### src/rtl/jtframe_scan_timer.sv
// Video scan timer: pixel clock enables, horizontal/vertical counters and registered sync/blanking.
// Optional composite sync output (HS ^ VS) is enabled by defining JTFRAME_SCAN_TIMER_CSYNC_EN.
module jtframe_scan_timer #(
  parameter int CENDIV   = 4,
  parameter int HLEN     = 384,
  parameter int HACT     = 256,
  parameter int HS_START = 288,
  parameter int HS_END   = 320,
  parameter int VLEN     = 262,
  parameter int VACT     = 224,
  parameter int VS_START = 234,
  parameter int VS_END   = 237,
  localparam int AW      = (HLEN <= 256) ? 8 : ((HLEN <= 512) ? 9 : 10)
) (
  input  logic          clk,
  input  logic          rst_n,
  output logic          base_cen,
  output logic          basex2_cen,
  output logic [AW-1:0] hcnt,
  output logic [8:0]    vcnt,
  output logic          HS,
  output logic          VS,
  output logic          LHBL,
  output logic          LVBL
`ifdef JTFRAME_SCAN_TIMER_CSYNC_EN
  ,
  output logic          csync
`endif
);

  localparam int DW = $clog2(CENDIV);
  localparam logic [DW-1:0] DIV_LAST = DW'(CENDIV - 1);
  localparam logic [DW-1:0] DIV_HALF = DW'(CENDIV / 2);
  localparam logic [AW-1:0] H_LAST   = AW'(HLEN - 1);
  localparam logic [8:0]    V_LAST   = 9'(VLEN - 1);

  // Illegal timing sets stop elaboration instead of producing a broken raster.
  if (HS_END > HLEN || HACT >= HLEN || VACT >= VLEN ||
      CENDIV < 2 || (CENDIV % 2) != 0 || HLEN > 1024 || VLEN > 512) begin : g_param_check
    $error("jtframe_scan_timer: illegal timing parameter combination");
  end

  logic [DW-1:0] div_q, div_d;
  logic          base_cen_q, base_cen_d;
  logic          basex2_cen_q, basex2_cen_d;
  logic [AW-1:0] hcnt_q, hcnt_d;
  logic [8:0]    vcnt_q, vcnt_d;
  logic          hs_q, hs_d;
  logic          vs_q, vs_d;
  logic          lhbl_q, lhbl_d;
  logic          lvbl_q, lvbl_d;
`ifdef JTFRAME_SCAN_TIMER_CSYNC_EN
  logic          csync_q, csync_d;
`endif

  // Enables are registered from the next divider value so they are high
  // exactly in the cycle the divider holds 0 (and CENDIV/2 for the x2 enable).
  always_comb begin
    div_d        = (div_q == DIV_LAST) ? '0 : div_q + 1'b1;
    base_cen_d   = (div_d == '0);
    basex2_cen_d = (div_d == '0) || (div_d == DIV_HALF);

    hcnt_d = hcnt_q;
    vcnt_d = vcnt_q;
    if (base_cen_q) begin
      if (hcnt_q == H_LAST) begin
        hcnt_d = '0;
        vcnt_d = (vcnt_q == V_LAST) ? '0 : vcnt_q + 1'b1;
      end else begin
        hcnt_d = hcnt_q + 1'b1;
      end
    end

    // Decoded from the next counts so flags and counters change on the same edge.
    hs_d   = (int'(hcnt_d) >= HS_START) && (int'(hcnt_d) < HS_END);
    vs_d   = (int'(vcnt_d) >= VS_START) && (int'(vcnt_d) < VS_END);
    lhbl_d = (int'(hcnt_d) < HACT);
    lvbl_d = (int'(vcnt_d) < VACT);
`ifdef JTFRAME_SCAN_TIMER_CSYNC_EN
    csync_d = hs_d ^ vs_d;
`endif
  end

  always_ff @(posedge clk) begin
    if (!rst_n) begin
      div_q        <= '0;
      base_cen_q   <= 1'b0;
      basex2_cen_q <= 1'b0;
      hcnt_q       <= '0;
      vcnt_q       <= '0;
      hs_q         <= 1'b0;
      vs_q         <= 1'b0;
      lhbl_q       <= 1'b1;
      lvbl_q       <= 1'b1;
`ifdef JTFRAME_SCAN_TIMER_CSYNC_EN
      csync_q      <= 1'b0;
`endif
    end else begin
      div_q        <= div_d;
      base_cen_q   <= base_cen_d;
      basex2_cen_q <= basex2_cen_d;
      hcnt_q       <= hcnt_d;
      vcnt_q       <= vcnt_d;
      hs_q         <= hs_d;
      vs_q         <= vs_d;
      lhbl_q       <= lhbl_d;
      lvbl_q       <= lvbl_d;
`ifdef JTFRAME_SCAN_TIMER_CSYNC_EN
      csync_q      <= csync_d;
`endif
    end
  end

  assign base_cen   = base_cen_q;
  assign basex2_cen = basex2_cen_q;
  assign hcnt       = hcnt_q;
  assign vcnt       = vcnt_q;
  assign HS         = hs_q;
  assign VS         = vs_q;
  assign LHBL       = lhbl_q;
  assign LVBL       = lvbl_q;
`ifdef JTFRAME_SCAN_TIMER_CSYNC_EN
  assign csync      = csync_q;
`endif

endmodule

### config.mk
export PLATFORM = sky130hd
export DESIGN_NAME = jtframe_scan_timer
export DESIGN_NICKNAME = d
export VERILOG_FILES = /design/src/rtl/jtframe_scan_timer.sv
export SDC_FILE = /design/constraint.sdc
export NUM_CORES = 1
export LEC_CHECK = 0
export ABC_AREA = 1
export BUFFER_PORTS_ARGS = -buffer_cell sky130_fd_sc_hd__buf_4
export CAP_MARGIN = 5
export CELL_PAD_IN_SITES_DETAIL_PLACEMENT = 0
export CELL_PAD_IN_SITES_GLOBAL_PLACEMENT = 1
export CORE_MARGIN = 5
export CORE_UTILIZATION = 40
export DETAILED_ROUTE_END_ITERATION = 8
export PLACE_DENSITY_LB_ADDON = 0.1
export SYNTH_ARGS = -nofsm -noshare
export SYNTH_HDL_FRONTEND = slang
export SYNTH_SLANG_ARGS = --single-unit
### constraint.sdc
create_clock -name clk -period 3.5 [get_ports clk]
set_input_delay 0.7 -clock clk [delete_from_list [all_inputs] [get_ports clk]]
set_output_delay 0.7 -clock clk [all_outputs]
set_load 0.005 [all_outputs]
==> results of run 1 <==
## sequential cells by signal (all words and copies together), names as in the netlist
signal	flops
base_cen	1
LHBL	1
vcnt	9
hcnt	9
basex2_cen	1
VS	1
div_q	2
HS	1
LVBL	1
## placed cells by master (no fill, tap or decap)
master    synthesis  final
nor3_1            1      1
o21ai_0           4      4
xor2_1            3      3
nor2_2            3      3
xnor2_1           1      1
a21oi_1          10     10
nand3_1          13     13
nor2_4            2      2
nor2_1           27     27
ha_1              4      4
nand2_1          62     62
nand2_4           1      1
clkinv_1          1      1
clkbuf_4          0      3
dfxtp_1          26     26
clkbuf_8          0      1
o21ai_1           1      1
nor3b_1           1      1
and3_1            1      1
nand4_1           7      7
inv_1            23     23
inv_2             3      3
buf_4             1     25
nand3_2           2      2
## path summary, 6_finish.rpt
check,cells after the start,end,from,slack (ns)
min reg2reg,1,div_q[0],div_q[0],0.47
min,1,div_q[0],div_q[0],0.47
max reg2reg,11,VS,hcnt[0],1.87
max,1,base_cen,base_cen,1.74
## layout make-up
cell class | instances | area share [%]
inverters | 27 | 6.343
flip-flops and latches | 26 | 32.58
multi-input cells | 143 | 43.46
well taps | 46 | 3.602
clock buffers | 4 | 2.271
repair buffers | 25 | 11.75
## per-stage QoR
| stage | cell area (µm²) | hold slack [ns] | worst slack [ns] |
|---|---|---|---|
| floorplan | 1328 | 0.4281 | 2.048 |
| global placement | 1562 | 0.4377 | 1.926 |
| detailed placement | 1562 | 0.4501 | 1.870 |
| CTS | 1598 | 0.4690 | 1.726 |
| global route | 1598 | 0.5011 | 1.659 |
| finish | 1598 | 0.4659 | 1.744 |
## where the power goes
part	switching, mW	total (mW)	internal (mW)	leakage [nW]
Sequential	0.00364	0.305	0.301	0.210
Combinational	0.00941	0.0165	0.00710	0.531
Clock	0.0883	0.152	0.0636	0.0210
Total	0.101	0.473	0.372	0.762
## logic make-up (layout without fill, tap and decap cells)
logic type	count (synthesis)	after routing	share of synthesized area (%)
adder cells (fa/ha/maj)	4	4	3.770
buffers and inverters	29	56	8.482
AND/OR/NAND/NOR	120	120	40.24
flip-flops	26	26	39.21
AO/OA/AOI/OAI	15	15	5.655
XOR/XNOR	4	4	2.640
## per-layer routing
metal | GRT usage, % | vias up
li1 | - | 676
met3 | 1.997 | 2
met2 | 24.54 | 15
met4 | 6.076 | 0
met5 | 0 | -
met1 | 19.01 | 534
==> flow_summary_export.csv, run 1 <==
group,metric,value,unit
sta,min_period,1.756,ns
synth,synth_seq_cells,26,
synth,synth-edff-count,0,
worst_setup_path,crit_path_max_fanout,11,
synth,synth_area_leader_cell,"dfxtp_1",
run_status,outcome,"finished, final reports clean",
worst_setup_path,timing.critical_path.arrival,1.06,ns
synth,synthTopCellsByArea,"dfxtp_1 (39%), nand2_1 (18%), nor2_1 (7.6%), inv_1 (6.5%), nand3_1 (4.9%)",
finish,syn_to_final_growth,20.36,%
drt,drt_iter0_drc,34,
clock_network,cts_root_buf,"clkbuf_4",
synth,synth_nets,204,
power_and_ir_drop,irDropWorstVdd,0.0002129,V
clock_network,clk_latency,0.32,ns
finish,fill_cells,356,
worst_setup_path,critPathRequiredTime,2.80,ns
clock_network,clock_path_buffers,2,
sta,final.setup.tns,0,ns
drt,top_layer,"met4",
global_route,groute.usage.overall,14.76,%
drt,vias,1227,
synth,syn_avg_cell_area,6.705,µm²
sta,skew,0.006389,ns
min_path,hold_path.class,"flip-flop to flip-flop",
finish,multi_input_area,694.4,µm²
synth,synth_warnings,0,
global_route,grt_pass1_wl,5.161,mm
flow_run,maxCapViolations,0,
sta,relSlewSlack,66.77,%
floorplanning,pin_count,26,
drt,final_antenna_net_count,0,
synth,ys_seq_area_share,39.21,%
worst_setup_path,slowest_delay,0.56,ns
clock_network,h-tree-depth,1,
global_route,antenna_found_initial,0,
sta,setup_viol,0,
clock_network,post_cts_resized,0,
synth,synth.most_common_cell,"nand2_1",
power_and_ir_drop,design_power_total,0.4733,mW
clock_network,cts_tree,"done",
power_and_ir_drop,power.leakage,0.7625,nW
global_route,grt_pass1_vias,1160,
synth,synth.distinct_cells,23,
floorplanning,dieWidth,67.61,µm
worst_setup_path,cp-end-kind,"output pin",
floorplanning,rows,21,
drt,wl_met1,1.492,mm
placed_design,post-dp-hpwl,2.365,mm
worst_setup_path,critPathBufInv,1,
finish,regArea,520.5,µm²
global_route,gr-total-overflow,0,
placed_design,dpl.cell_count,267,
synth,synth.top_cell.area_share,39.21,%
clock_network,cts_hold_buf,0,
synth,synth_area,1328,µm²
sta,hold_viol,0,
finish,final_cells,271,
drt,drt_wl_total,2.990,mm
worst_setup_path,cpMaxStageDelayCell,"dfxtp_1",
drt,drc,0,
sta,fmax,0.5694,GHz
worst_setup_path,critical_path.startpoint_type,"flip-flop",
clock_network,cts_setup_buffers,0,
floorplanning,start_util,40.42,%
finish,post-route-util,48.65,%
drt,first_pass_iters,4,
power_and_ir_drop,p_per_area,296.2,nW/µm²
sta,final_max_slew_viol_count,0,
finish,finalNetCount,232,
drt,avgViaCountPerCell,4.528,
finish,drive_above_1_share,17.78,%
synth,synth_common_cells,"nand2_1 (62), nor2_1 (27), dfxtp_1 (26)",
worst_setup_path,path_cells,"buf_4",
floorplanning,die_area,4571,µm²
worst_setup_path,critical-path-top-delay-family,"flip-flops",
worst_setup_path,critPathKind,"flip-flop to output pin",
drt,avgRoutedWirePerCell,11.03,µm
synth,yosys_most_used_dff,"dfxtp_1",
clock_network,numCtsBuffers,3,
drt,met2_length,1.404,mm
global_route,grt_start_max_net_pins,16,
placed_design,io_buffer_count,25,
drt,dr_wl_met3,69,µm
synth,syn_inst,198,
sta,worst_pin_slew,0.4979,ns
finish,antenna_cells,0,
synth,synthArstFlopShare,0,%
floorplanning,core,3284,µm²
clock_network,clock_sinks,26,
floorplanning,die_h,67.61,µm
sta,finalCritPeriodShare,50.18,%
placed_design,gp_congestion,0.8028,
clock_network,clk_pin_slew,0.13,ns
sta,grt_setup_unrepaired,"no",
(Power assumes the default switching activity.)
==> run 2, diff against run 1 <==
Settings changed: CORE_UTILIZATION 40 to 34.
Clock period 3.5 ns to 1.5 ns, I/O delays scaled along.
==> run 2 against run 1 <==
Non-clock buffer count up 33. Clock power rose to 3.8 times the previous value. Final area up 23%. Clock skew is 0.0037 ns lower. Largest cell class unchanged.
==> flow_summary_export.csv, run 2 (synthesis gave the netlist of run 1 again) <==
group,metric,value,unit
placed_design,post-dp-hpwl,2.628,mm
floorplanning,die_h,72.49,µm
worst_setup_path,critPathRequiredTime,1.71,ns
clock_network,cts_tree,"done",
finish,layout_commonest_cell,"nand2_1",
sta,hold_viol,0,
flow_run,maxCapViolations,0,
sta,fmax,0.6819,GHz
global_route,grt_start_max_net_pins,16,
clock_network,h-tree-depth,1,
global_route,grt_pass1_vias,1326,
worst_setup_path,critPathKind,"flip-flop to flip-flop",
drt,dr_wl_met3,183,µm
run_status,outcome,"finished, final reports clean",
sta,final_max_slew_viol_count,0,
floorplanning,die_area,5254,µm²
sta,setup_ws,0.03358,ns
placed_design,dpl.cell_count,296,
drt,wl_met1,1.625,mm
drt,top_layer,"met4",
clock_network,clk_latency,0.27,ns
global_route,grt_pass1_wl,5.609,mm
floorplanning,start_util,35.72,%
clock_network,clk_pin_slew,0.09,ns
drt,avgRoutedWirePerCell,11.07,µm
drt,drt_iter0_drc,107,
sta,setup_viol,0,
floorplanning,rows,22,
power_and_ir_drop,irDropWorstVdd,0.0003923,V
drt,met2_length,1.538,mm
global_route,gr-total-overflow,0,
power_and_ir_drop,p_per_area,680.6,nW/µm²
sta,final.setup.tns,0,ns
clock_network,cts_root_buf,"clkbuf_8",
power_and_ir_drop,power.leakage,0.9472,nW
min_path,hold_path.class,"input pin to flip-flop",
clock_network,clock_path_buffers,2,
worst_setup_path,critical_path.startpoint_type,"flip-flop",
placed_design,io_buffer_count,25,
finish,final_cells,306,
clock_network,clock_sinks,26,
sta,skew,0.002647,ns
global_route,antenna_found_initial,0,
sta,min_period,1.466,ns
finish,syn_to_final_growth,47.79,%
floorplanning,dieWidth,72.49,µm
drt,final_antenna_net_count,0,
finish,drive_above_1_share,34.88,%
drt,avgViaCountPerCell,4.627,
sta,relSlewSlack,73.82,%
worst_setup_path,crit_path_max_fanout,8,
sta,grt_setup_unrepaired,"yes",
worst_setup_path,cp-end-kind,"flip-flop",
finish,finalNetCount,265,
placed_design,place_ws,-0.04864,ns
finish,final_cell_mix,"nand2_1 (60), buf_4 (56), nor2_1 (24)",
worst_setup_path,timing.critical_path.arrival,1.68,ns
drt,drt_wl_total,3.386,mm
sta,worst_pin_slew,0.3923,ns
power_and_ir_drop,design_power_total,1.335,mW
finish,antenna_cells,0,
clock_network,numCtsBuffers,3,
global_route,groute.usage.overall,13.37,%
sta,hold-worst-slack,0.2769,ns
floorplanning,core,3716,µm²
drt,vias,1416,
floorplanning,pin_count,26,
placed_design,gp_congestion,0.8257,
drt,first_pass_iters,4,
sta,finalCritPeriodShare,97.76,%
drt,drc,0,
run 2: cell count changes in the layout (fill, tap and decap cells not counted), sizes merged:
cell,before,now
bufinv,0,1
buf,25,58
clkbuf,4,3
run 2: worst paths after layout:
kind | depth (start not counted) | startpoint | slack (ns) | end
worst max-delay path | 11 | hcnt[1] | 0.03 | VS
worst min-delay path | 3 | rst_n | 0.28 | div_q[1]
worst max register to register | 11 | hcnt[1] | 0.03 | VS
worst min register to register | 1 | div_q[0] | 0.46 | div_q[0]
run 2: metrics by stage:
stage | utilization [%] | instance area (µm²)
detailed placement | 47.54 | 1767
global route | 52.79 | 1962
CTS | 50.81 | 1888
finish | 52.79 | 1962
global placement | 47.54 | 1767
floorplan | - | 1328
run 2: report_power, final:
part | switching (mW) | internal (mW) | leakage [nW]
logic | 0.0262 | 0.0229 | 0.698
registers | 0.00801 | 0.701 | 0.213
clock network | 0.220 | 0.357 | 0.0357
total | 0.255 | 1.08 | 0.947
run 2: routing by layer:
metal	up-vias	track usage [%]
li1	741	-
met4	0	5.328
met3	4	3.878
met1	644	17.42
met2	27	20.73
met5	-	0
run 2: critical path, stage by stage (launching register included):
cell      delay [ns]
dfxtp_2         0.36
ha_4            0.16
nand3_4         0.08
nor2_4          0.17
nand2_4         0.12
nor2_4          0.12
nand2_1         0.08
nand2_1         0.07
nand2_1         0.05
clkinv_1        0.06
nand2_1         0.05
nor2_1          0.09
run 2: area by class of cell:
class                   instances  area (µm²)
fillers                       376        1754
multi-input cells             143       757.0
flip-flops and latches         26       529.3
repair buffers                 58       442.9
inverters                      27       101.3
well taps                      48       60.06
clock buffers                   3       41.29
clock inverters                 1       30.03
run 2: repair_timing:
| item | CTS | global route |
|---|---|---|
| hold buffers | 0 | 0 |
| pin swaps | 4 | 8 |
| buffers inserted | 3 | 3 |
| gates resized for setup | 8 | 17 |
| setup endpoints to repair | 3 | 8 |
==> run 3, diff against run 2 <==
Settings changed: CORE_MARGIN 5 to not set, SLEW_MARGIN set to 20.
==> run 3 against run 2 <==
Critical path depth unchanged. Clock skew increased by 0.0025 ns. Worst hold slack better by 0.025 ns. Maximum frequency decreased by 1.4%. Final cell count grew 1.3%. Sequential power about the same. Sequential share of layout area is 0.67 points lower. Clock power is 31% lower. Via count increased by 0.28%. Critical path type unchanged.
==> flow_summary_export.csv, run 3 (synthesis gave the netlist of run 1 again) <==
group,metric,value,unit
clock_network,clock_sinks,26,
floorplanning,core,3716,µm²
min_path,hold_path.class,"input pin to flip-flop",
drt,avgViaCountPerCell,4.581,
floorplanning,pin_count,26,
global_route,antenna_found_initial,0,
power_and_ir_drop,design_power_total,1.160,mW
worst_setup_path,timing.rr.start,"hcnt[0]",
drt,drt_wl_total,3.502,mm
floorplanning,dieWidth,64.49,µm
worst_setup_path,critPathBufInv,1,
worst_setup_path,critPathRequiredTime,1.71,ns
worst_setup_path,ff2ff_path_depth,11,
sta,fmax,0.6722,GHz
floorplanning,rows,22,
global_route,grt_pass1_wl,5.782,mm
sta,hold-worst-slack,0.3022,ns
finish,layout_commonest_cell,"buf_4",
finish,final_cell_mix,"buf_4 (61), nand2_1 (55), nor2_1 (23)",
worst_setup_path,critical-path-top-delay-family,"simple AND/OR/NAND/NOR gates",
worst_setup_path,crit_path_start,"hcnt[0]",
finish,finalNetCount,270,
placed_design,io_buffer_count,25,
clock_network,cts_root_buf,"clkbuf_8",
floorplanning,die_area,4158,µm²
sta,grt_setup_unrepaired,"yes",
drt,vias,1420,
finish,antenna_cells,0,
clock_network,numCtsBuffers,3,
worst_setup_path,slowest_delay,0.36,ns
finish,drive_above_1_share,41.98,%
worst_setup_path,timing.critical_path.arrival,1.70,ns
finish,fill_cells,373,
worst_setup_path,path_cells,"ha_4, nand3_4, nor2_4, nand2_4, nor2_4, nand2_2, nand2_2, nand2_2, inv_2, nand2_1, nor2_1",
drt,drc,0,
placed_design,post-dp-hpwl,2.567,mm
drt,drt_iter0_drc,45,
placed_design,gp_congestion,0.8220,
clock_network,clk_latency,0.27,ns
global_route,gr-total-overflow,0,
global_route,grt_start_max_net_pins,14,
clock_network,h-tree-depth,1,
power_and_ir_drop,p_per_area,575.0,nW/µm²
sta,min_period,1.488,ns
sta,finalCritPeriodShare,99.18,%
floorplanning,die_h,64.49,µm
floorplanning,start_util,35.72,%
clock_network,clk_pin_slew,0.09,ns
drt,first_pass_iters,4,
worst_setup_path,cpMaxStageDelayCell,"dfxtp_2",
power_and_ir_drop,irDropWorstVdd,0.0003149,V
clock_network,clock_path_buffers,2,
drt,avgRoutedWirePerCell,11.30,µm
sta,final_max_slew_viol_count,0,
flow_run,maxCapViolations,0,
sta,relSlewSlack,73.17,%
run_status,outcome,"finished, final reports clean",
worst_setup_path,critical_path.startpoint_type,"flip-flop",
sta,skew,0.005122,ns
drt,final_antenna_net_count,0,
clock_network,cts_tree,"done",
worst_setup_path,path_depth,11,
global_route,grt_pass1_vias,1291,
global_route,groute.usage.overall,18.19,%
min_path,hold_depth,3,
clock_network,cts_hold_buf,0,
worst_setup_path,cp-end-kind,"flip-flop",
power_and_ir_drop,power.leakage,0.9578,nW
sta,worst_pin_slew,0.4021,ns
min_path,hold_start,"rst_n",
worst_setup_path,crit_path_max_fanout,8,
worst_setup_path,crit_path_frequent_cell,"nand2_2",
sta,setup_viol,0,
finish,syn_to_final_growth,51.93,%
sta,hold_viol,0,
worst_setup_path,critPathKind,"flip-flop to flip-flop",
==> run 3: where the power goes <==
group,switching (mW),internal [mW]
Sequential,0.00846,0.701
Clock,0.219,0.180
Combinational,0.0279,0.0233
Total,0.255,0.905
==> run 3: layout make-up <==
class,instances,area [µm²],area share (%)
multi-input combinational,143,803.3,39.83
sequential,26,530.5,26.30
timing repair buffer,63,480.5,23.82
inverter,27,101.3,5.025
tap,48,60.06,2.978
clock buffer,3,41.29,2.047
==> run 3: routing by layer <==
metal / routed length, µm / GRT usage, % / share of wire (%) / vias up
met5: 0 / 0 / 0 / -
met4: 43 / 7.500 / 1.2 / 0
met3: 75 / 2.817 / 2.1 / 4
met2: 1661 / 28.68 / 47 / 18
met1: 1721 / 24.65 / 49 / 644
li1: - / - / - / 754
==> run 3: worst paths after layout <==
check / endpoint / slack [ns]
worst max register to register: VS / 0.01
worst min register to register: div_q[0] / 0.47
worst min-delay path: div_q[1] / 0.30
worst max-delay path: VS / 0.01
==> run 3: tightest hold or removal path, delay by kind of cell <==
kind,cells,cell delay (ns)
simple gates,1,0.07
buf+inv,2,0.18
==> run 3: repair_timing <==
item / in CTS / in global routing
pin swaps: 5 / 18
endpoints found under the hold margin: 0 / 0
setup buffers: 4 / 8
gates resized for setup: 10 / 33
endpoints found under the setup margin: 5 / 8
==> run 3: stage by stage <==
stage                     worst slack, ns  setup TNS (ns)  instances  utilization (%)  instance area, µm²
after floorplan                   0.04840               0        198                -                1328
after global placement           -0.03850        -0.06484        295            47.34                1759
after detailed placement         -0.08693         -0.1594        295            47.34                1759
after CTS                     -0.00005185     -0.00005185        302            50.34                1871
after global routing             -0.09808         -0.3130        310            54.28                2017
final                             0.01232               0        310            54.28                2017
